===== config.mk =====
export PLATFORM = sky130hd
export DESIGN_NAME = instruction_prefetch
export DESIGN_NICKNAME = d
export VERILOG_FILES = /design/src/rtl/instruction_prefetch_pkg.sv /design/src/rtl/instruction_prefetch_fifo.sv /design/src/rtl/instruction_prefetch.sv
export SDC_FILE = /design/constraint.sdc
export NUM_CORES = 1
export LEC_CHECK = 0
export CORE_ASPECT_RATIO = 0.6
export CORE_MARGIN = 2
export CORE_UTILIZATION = 31
export CTS_BUF_LIST = sky130_fd_sc_hd__clkbuf_8
export DETAILED_ROUTE_END_ITERATION = 12
export GPL_TIMING_DRIVEN = 0
export HOLD_SLACK_MARGIN = 0.1
export PLACE_DENSITY_LB_ADDON = 0.08
export SYNTH_ARGS = -nofsm -noshare
export SYNTH_HDL_FRONTEND = slang
export SYNTH_SLANG_ARGS = --single-unit

===== constraint.sdc =====
create_clock -name clk -period 6.5 [get_ports clk]
set_input_delay 0.65 -clock clk [delete_from_list [all_inputs] [get_ports clk]]
set_output_delay 0.65 -clock clk [all_outputs]
set_load 0.1 [all_outputs]

===== src/rtl/instruction_prefetch_pkg.sv =====
// Shared definitions for the instruction prefetch unit: FSM state encoding
// and the default word/address widths.
package instruction_prefetch_pkg;

  localparam int PF_DATA_W = 32;
  localparam int PF_ADDR_W = 16;

  typedef enum logic [1:0] {
    IDLE  = 2'd0,
    RUN   = 2'd1,
    STALL = 2'd2
  } state_t;

endpackage


===== src/rtl/instruction_prefetch_fifo.sv =====
// prefetch_fifo: small first-word-fall-through buffer holding {data, pc}
// entries. The head is read combinationally so a freshly pushed word is
// visible on the very next cycle; the storage stays tiny (DEPTH entries).
module prefetch_fifo #(
  parameter  int WIDTH = 48,
  parameter  int DEPTH = 4,
  localparam int PTR_W = $clog2(DEPTH),
  localparam int CNT_W = PTR_W + 1
) (
  input  logic             clk,
  input  logic             reset,
  input  logic             clear,
  input  logic             push,
  input  logic [WIDTH-1:0] push_data,
  input  logic             pop,
  output logic [WIDTH-1:0] head,
  output logic [CNT_W-1:0] count
);

  logic [WIDTH-1:0] storage [DEPTH];
  logic [PTR_W-1:0] wr_ptr_reg;
  logic [PTR_W-1:0] rd_ptr_reg;
  logic [CNT_W-1:0] count_reg;
  logic             pop_ok;

  // A pop on an empty buffer is ignored so the pointers can never skew.
  assign pop_ok = pop && (count_reg != '0);

  // Storage write; no reset needed, occupancy is tracked by count_reg.
  always_ff @(posedge clk) begin
    if (push && !clear && !reset) begin
      storage[wr_ptr_reg] <= push_data;
    end
  end

  // Pointer and occupancy update; clear empties the buffer in one cycle.
  always_ff @(posedge clk) begin
    if (reset || clear) begin
      wr_ptr_reg <= '0;
      rd_ptr_reg <= '0;
      count_reg  <= '0;
    end else begin
      if (push) begin
        wr_ptr_reg <= wr_ptr_reg + 1'b1;
      end
      if (pop_ok) begin
        rd_ptr_reg <= rd_ptr_reg + 1'b1;
      end
      case ({push, pop_ok})
        2'b10:   count_reg <= count_reg + 1'b1;
        2'b01:   count_reg <= count_reg - 1'b1;
        default: count_reg <= count_reg;
      endcase
    end
  end

  assign head  = storage[rd_ptr_reg];
  assign count = count_reg;

endmodule


===== src/rtl/instruction_prefetch.sv =====
// instruction_prefetch: sequential instruction fetcher with credit-based
// flow control into a small prefetch buffer, branch redirect and a
// one-cycle-latency memory interface.
module instruction_prefetch
  import instruction_prefetch_pkg::*;
#(
  parameter  int DATA_W   = PF_DATA_W,
  parameter  int ADDR_W   = PF_ADDR_W,
  parameter  int DEPTH    = 4,
  parameter  int RESET_PC = 0,
  localparam int CNT_W    = $clog2(DEPTH) + 1
) (
  input  logic              clk,
  input  logic              reset,
  input  logic              cs,
  input  logic              redirect,
  input  logic [ADDR_W-1:0] redirect_pc,
  output logic              mem_rd,
  output logic [ADDR_W-1:0] mem_address,
  input  logic [DATA_W-1:0] mem_read_data,
  output logic              instr_valid,
  input  logic              instr_ready,
  output logic [DATA_W-1:0] instruction,
  output logic [ADDR_W-1:0] instr_pc,
  output logic [CNT_W-1:0]  fifo_count
);

  state_t              state_reg;
  state_t              state_next;
  logic [ADDR_W-1:0]   fetch_pc_reg;
  logic                inflight_reg;
  logic [ADDR_W-1:0]   inflight_pc_reg;
  logic [DATA_W-1:0]   last_data_reg;
  logic [ADDR_W-1:0]   last_pc_reg;

  logic [DATA_W+ADDR_W-1:0] head;
  logic [DATA_W-1:0]   head_data;
  logic [ADDR_W-1:0]   head_pc;
  logic [CNT_W-1:0]    count;
  logic [CNT_W-1:0]    occupancy;
  logic                has_credit;
  logic                fire;
  logic                push;
  logic                pop;

  // A slot is reserved for every outstanding read, so the buffer can
  // never be overrun by a response.
  assign occupancy  = count + {{(CNT_W-1){1'b0}}, inflight_reg};
  assign has_credit = occupancy < CNT_W'(DEPTH);

  assign instr_valid = (count != '0);
  assign fire        = instr_valid && instr_ready;

  // Redirect wins over everything: the response in flight this cycle and
  // any consumer pop are both dropped while the buffer is flushed.
  assign push = inflight_reg && !redirect;
  assign pop  = fire && !redirect;

  assign mem_rd      = !reset && !redirect && cs && (state_reg == RUN) && has_credit;
  assign mem_address = fetch_pc_reg;

  prefetch_fifo #(
    .WIDTH (DATA_W + ADDR_W),
    .DEPTH (DEPTH)
  ) u_fifo (
    .clk       (clk),
    .reset     (reset),
    .clear     (redirect),
    .push      (push),
    .push_data ({mem_read_data, inflight_pc_reg}),
    .pop       (pop),
    .head      (head),
    .count     (count)
  );

  assign head_data   = head[DATA_W+ADDR_W-1:ADDR_W];
  assign head_pc     = head[ADDR_W-1:0];
  assign instruction = instr_valid ? head_data : last_data_reg;
  assign instr_pc    = instr_valid ? head_pc   : last_pc_reg;
  assign fifo_count  = count;

  // FSM state register.
  always_ff @(posedge clk) begin
    if (reset) begin
      state_reg <= IDLE;
    end else begin
      state_reg <= state_next;
    end
  end

  // Next-state logic; a redirect empties the buffer so it always ends a stall.
  always_comb begin
    state_next = state_reg;
    case (state_reg)
      IDLE:    if (cs) state_next = RUN;
      RUN:     if (!cs) state_next = IDLE;
               else if (!has_credit && !fire) state_next = STALL;
      STALL:   if (!cs) state_next = IDLE;
               else if (fire || has_credit) state_next = RUN;
      default: state_next = IDLE;
    endcase
    if (redirect) begin
      state_next = cs ? RUN : IDLE;
    end
  end

  // Fetch address and outstanding-read tracking; the pc wraps naturally.
  always_ff @(posedge clk) begin
    if (reset) begin
      fetch_pc_reg    <= ADDR_W'(RESET_PC);
      inflight_reg    <= 1'b0;
      inflight_pc_reg <= '0;
    end else begin
      inflight_reg <= mem_rd;
      if (redirect) begin
        fetch_pc_reg <= redirect_pc;
      end else if (mem_rd) begin
        fetch_pc_reg    <= fetch_pc_reg + 1'b1;
        inflight_pc_reg <= fetch_pc_reg;
      end
    end
  end

  // Remember the most recent head so the outputs hold while the buffer is empty.
  always_ff @(posedge clk) begin
    if (reset) begin
      last_data_reg <= '0;
      last_pc_reg   <= '0;
    end else if (instr_valid) begin
      last_data_reg <= head_data;
      last_pc_reg   <= head_pc;
    end
  end

endmodule


* Yosys cells after proc, flatten, opt, wreduce, memory -nomap -nowiden
Memories as Yosys holds them, arrays and structs flattened. A register that Yosys moved wholly into a read port is not among the register bits.
Cells that the tools add are included.
** Operators by class
- Add/subtract/negate cells :: 6
- $lt $le $gt $ge :: 1
- Equality and inequality tests :: 7
- Multiplexer cells :: 17
- Bitwise gates (word level) :: 1
- Reductions and logical operators :: 23
** Operators with widths (number)
- $mux 16 :: 3
- $mux 32 :: 1
- $add 16x1->16 const B :: 1
- $mux 2 :: 8
- $logic_and 1x1->1 :: 11
- $pmux 2 s3 :: 1
- $pmux 3 s2 :: 1
- $add 2x1->2 const B :: 2
- $eq 2x1->1 const B :: 2
- $eq 2x2->1 const B :: 2
- $logic_not 1->1 :: 4
- $ne 4x3->1 const B :: 1
- $ne 4x4->1 const B :: 1
- $reduce_bool 2->1 :: 2
- $add 3x1->3 :: 1
- $add 3x1->3 const B :: 1
- $lt 3x3->1 const B :: 1
- $mux 1 :: 3
- $ne 3x3->1 const B :: 1
- $reduce_and 3->1 :: 1
- $reduce_bool 3->1 :: 1
- $sub 3x1->3 const B :: 1
- $logic_not 2->1 :: 1
- $logic_or 1x1->1 :: 2
- other kinds (2) :: 2
** Word-level totals
- Register bits after elaboration :: 90
- Bits in writable memories :: 192
- Input port bits :: 53
- Output and inout bits :: 69
- Memories :: 1
** Memory list
- u_fifo.storage :: words 4, bits a word 48, read ports 1, clocked after memory_dff 1, wr ports 1, line instruction_prefetch_fifo.sv:20 : logic [WIDTH-1:0] storage [DEPTH];

* Longest topological paths before layout
- Word-level depth :: 8
- Gate-level depth with buffers :: 11
- Mapped depth without buffers :: 9

* By module
From an unflattened synthesis, not the netlist that was laid out.
** Unflattened totals
- Cell total of the unflattened synthesis :: 661
- Area total of the unflattened synthesis :: 11031.8 um^2
** Modules (own cells, without submodules)
- prefetch_fifo :: times used 1, cells each 298, area each 7364.6 um^2
- instruction_prefetch :: times used 1, cells each 363, area each 3667.3 um^2

* Worst setup path after synthesis
OpenSTA, ideal clock, no wires.
- Path type :: register to register
- Start point :: register u_fifo.count_reg[2] (netlist: u_fifo.count[2])
- End point :: register u_fifo.count_reg[2] (netlist: u_fifo.count[2])
- Setup time :: 70 ps
- Arrival time :: 3399 ps
- Data required time :: 6430 ps
- Path slack :: 3031 ps
- Stages on the path, launching flop included :: 12
- Buffers on the path :: 2
- Clock period less this slack :: 3469 ps
- Cell sequence :: dfxtp_1 -> or3_1 -> clkbuf_1 -> buf_2 -> nand2_1 -> nor2_1 -> ha_1 -> inv_1 -> fa_1 -> xor2_1 -> or3_1 -> a21oi_1
** Between the ends
- Longest elaborated chain between the ends :: 6
** Ends and longest elaborated chain
- start, declared :: line instruction_prefetch_fifo.sv:23 : logic [CNT_W-1:0] count_reg;
- start signal, assigned :: line instruction_prefetch_fifo.sv:50 : 2'b10: count_reg <= count_reg + 1'b1;
- start signal, assigned :: line instruction_prefetch_fifo.sv:51 : 2'b01: count_reg <= count_reg - 1'b1;
- start signal, assigned :: line instruction_prefetch_fifo.sv:52 : default: count_reg <= count_reg;
- $reduce_bool 3->1 (*) :: line instruction_prefetch.sv:51 : assign instr_valid = (count != '0);
- via instr_valid :: line instruction_prefetch.sv:21 : output logic instr_valid,
- $logic_and 1x1->1 :: line instruction_prefetch.sv:52 : assign fire = instr_valid && instr_ready;
- $logic_and 1x1->1 :: line instruction_prefetch.sv:57 : assign pop = fire && !redirect;
- $logic_and 1x1->1 (*) :: line instruction_prefetch_fifo.sv:27 : assign pop_ok = pop && (count_reg != '0);
- $eq 2x1->1 or $eq 2x2->1 (tied branches) :: line instruction_prefetch_fifo.sv:49 : case ({push, pop_ok})
- $pmux 3 s2 or $reduce_bool 2->1 (tied branches)
The timed path passes the listed nets; every way through them passes the cells marked *.
A chain may end at the register's enable or synchronous reset.

* Final worst setup path
- Start point :: register u_fifo.count_reg[2] (netlist: u_fifo.count[2])
- End point :: output instr_pc[3]
** Between the ends
- Longest elaborated chain between the ends :: 2
** Ends and longest elaborated chain
- $reduce_bool 3->1 :: line instruction_prefetch.sv:51
- $mux 16
- end, declared :: line instruction_prefetch.sv:24 : output logic [ADDR_W-1:0] instr_pc,
No other way between the ends.

==> summary.txt <==
Floorplanning
  – Die Wd: 245 microns
  – Die area: 36500 sq um
  – Die H: between 100 and 150 microns
  – Core region area: 34100 sq um
  – Initial Util: 31.8%
  – Core Rows: 52
  – I/O Pins: 122

Finish
  – Most frequent cells in the layout: edfxtp_1, clkdlybuf4s50_1, dfxtp_1
  – NumNets Final: 882
  – Share of cells above drive strength 1: between 20% and 30%
  – Largest register FFs: 192
  – Commonest non-fill, non-tap cell in the layout: edfxtp_1
  – Layout area overhead: 25.1%
  – Final core occ: between 30% and 40%
  – Antenna Cells: 0
  – Fill cell count: 3205

GRT
  – Vias in the first global route: 6584
  – Total GRT Usage: between 10% and 20%
  – Largest net degree at the start of global routing: 49
  – First-pass GRT wire length: 39.0 mm
  – Initial antenna violation count: 0
  – Total gr overflow: 0

Worst hold path
  – Hold path start: mem_address[5]
  – Hold EP: inflight_pc_reg[5]
  – Hold crit path type: register to register
  – Worst hold path depth: 2

Placed design
  – PortBufs: 121
  – Detailed placer's ending HPWL: 16.1 mm
  – Gp weighted congestion: 0.838
  – DP Worst Slack: between 2 and 2.5 ns

Pwr
  – Psw: around 830 uW
  – Net Sw Frac: a little under a quarter
  – Clock share of power: 42.4%
  – Pwr Density: 269 nW/um^2
  – Pint: around 2.8 mW
  – P_leak: 4.42 nW
  – Sequential Power Share: 53.1%
  – Comb pwr share: 4.4%
  – VDD IR-drop max: 0.124 mV

Timing
  – Final clock skew: 0.0282 ns
  – Final setup margin: 2.28 ns
  – Max_slew headroom: 30.6%
  – Setup_tns: 0 ns
  – Period utilisation layout: roughly 65%
  – Max Slew Vio Count: 0
  – Worst Tran Pin Value: 1.04 ns
  – Crit path time final: 4.22 ns
  – Max frequency: 0.237 GHz
  – RSZ-0062 raised after global routing: false
  – Final hold violations: 0
  – Final Setup Violations: 0

Logic synthesis
  – Post-synth EDFFs: between 150 and 200
  – Post-Syn Area: 10800 sq um
  – Register bit total from synthesis: 284
  – Synth cell types: 50
  – Post-Syn Instances: 654
  – Ys Warns: 0
  – Share of flip-flops with an asynchronous set or reset: 0%
  – Synth Flop Type: edfxtp_1
  – Seq/Total Area, Yosys: between 70% and 80%
  – Synth Net Count: 714
  – Post-synthesis area per instance: 16.6 sq um

Setup path
  – FF-to-FF path depth: 11
  – Slowest stage delay, CP: 1.16 ns
  – Cell Chain, Critical Path: or3_1 -> clkbuf_1 -> buf_2 -> mux2_1 -> clkdlybuf4s50_1
  – Slowest stage cell on the critical path: clkdlybuf4s50_1
  – R2r startpoint: u_fifo.count[2]
  – Crit Reg-Reg Endpoint: u_fifo.count[2]
  – Worst EP arrival: 3.57 ns
  – Startpoint Class: register
  – Crit path capture type: output port
  – Worst Path Max Fanout: 10
  – FF-to-FF setup slack: roughly 3.3 ns
  – Setup CP Type: register to output port
  – Required time of the critical path: about 6 ns

Clocking
  – Root Driver: clkbuf_8
  – CTS Sinks: around 280
  – Hold-fix buffers, CTS: 0
  – PostCTS Resize Cnt: 0
  – Setup bufs post-CTS: 0
  – CTS H-Tree Depth: 2
  – Worst-Skew Late Latency: 0.58 ns
  – CTS clk-pin slew, worst paths: 0.07 ns
  – Cts bufs inserted: 45
  – Clock Path Buffers: 3
  – CTS tree: yes

Drt
  – Routed length per instance: 19.5 microns
  – ANT nets after route: 0
  – Vias per cell: 4.66
  – Pre-Repair DR Iteration Count: 5
  – Via count: 6138
  – # DRC: 0
  – Drt total wl: 25.7 mm
  – DR iter-0 viols: 364

Outcome
  – Outcome: complete, no violations

Run
  – Max-cap viol count: 0
-- critical path: cells and delay by family (launching register included) --
kind	cells	cell delay (ns)
multiplexers	1	0.26
buffers and inverters	3	2.08
AND/OR/NAND/NOR	1	0.17
flip-flops	1	0.46
-- worst max path at each step --
stage / endpoint / slack [ns] / from / cells past startpoint
final: instr_pc[3] / 2.28 / u_fifo.count[2] / 5
after global routing: instr_pc[3] / 2.04 / u_fifo.count[2] / 5
after CTS: instr_pc[3] / 2.11 / u_fifo.count[2] / 5
after detailed placement: mem_rd / 2.33 / reset / 7
after global placement: u_fifo.storage[1][25] / 2.22 / redirect / 3
after floorplan: u_fifo.count[2] / 3.03 / u_fifo.count[2] / 11
-- area by class of cell --
type | count | area, sq um | area share [%]
clock buffers | 54 | 743 | 5.48
clock inverters | 29 | 176 | 1.30
plain buffers | 33 | 169 | 1.24
flip-flops and latches | 284 | 7610 | 56.1
well taps | 459 | 574 | 4.23
inverters | 12 | 45.0 | 0.332
repair buffers | 121 | 1210 | 8.93
multi-input cells | 325 | 3040 | 22.4
-- power groups by stage --
stage | Sequential, mW | Clock (mW) | Combinational, mW
detailed placement | 1.98 | 0 | 0.163
global route | 1.94 | 1.69 | 0.172
finish | 1.94 | 1.55 | 0.163
CTS | 1.94 | 1.61 | 0.164
global placement | 1.98 | 0 | 0.160
floorplan | 2.02 | 0 | 0.0500
-- per-stage QoR --
step           hold slack (ns)  std cells  area [sq um]  total power [mW]
2_1_floorplan            0.460        654         10800              2.07
3_3_place_gp             0.485       1234         12600              2.14
4_1_cts                  0.509       1317         13600              3.71
3_5_place_dp             0.498       1234         12600              2.14
5_1_grt                  0.535       1317         13600              3.80
6_report                 0.498       1317         13600              3.65
-- cell usage after synthesis (2+ instances only) --
library cell | count | area, sq um
nand3_1 | 10 | 50.1
mux2_1 | 5 | 56.3
buf_2 | 12 | 60.1
inv_1 | 11 | 41.3
nand4_1 | 3 | 18.8
mux4_2 | 48 | 1080
nor3_1 | 7 | 35.0
nand2b_1 | 3 | 18.8
nor2_1 | 11 | 41.3
mux2_2 | 44 | 495
o21ai_0 | 8 | 40.0
ha_1 | 6 | 75.1
a32oi_1 | 3 | 26.3
or3_1 | 6 | 37.5
xor2_1 | 5 | 43.8
mux2i_1 | 2 | 20.0
or4_1 | 2 | 15.0
a31oi_1 | 6 | 37.5
xnor2_1 | 2 | 17.5
dfxtp_1 | 92 | 1840
clkbuf_1 | 17 | 63.8
o211ai_1 | 4 | 30.0
a21oi_1 | 14 | 70.1
nand3b_1 | 15 | 113
nor2b_1 | 49 | 307
a22oi_1 | 2 | 15.0
buf_6 | 4 | 45.0
nand2_1 | 45 | 169
edfxtp_1 | 192 | 5770
and3_1 | 6 | 37.5
-- cells by family after synthesis --
family,count (synthesis),share of synthesized area [%]
compound gates,46,2.71
xor+xnor,8,0.715
buf+inv,45,1.97
fa+ha+maj,8,0.969
mux,99,15.2
simple gates,164,8.24
flops,284,70.2
-- routing by layer --
layer | track usage (%) | part of all wire (%) | up-vias
li1 | - | - | 2837
met3 | 3.87 | 5.9 | 38
met1 | 19.7 | 47 | 3102
met4 | 4.30 | 1.8 | 0
met2 | 22.3 | 46 | 161
met5 | 0 | 0 | -
Note: power is estimated with default switching activity, not from simulation.
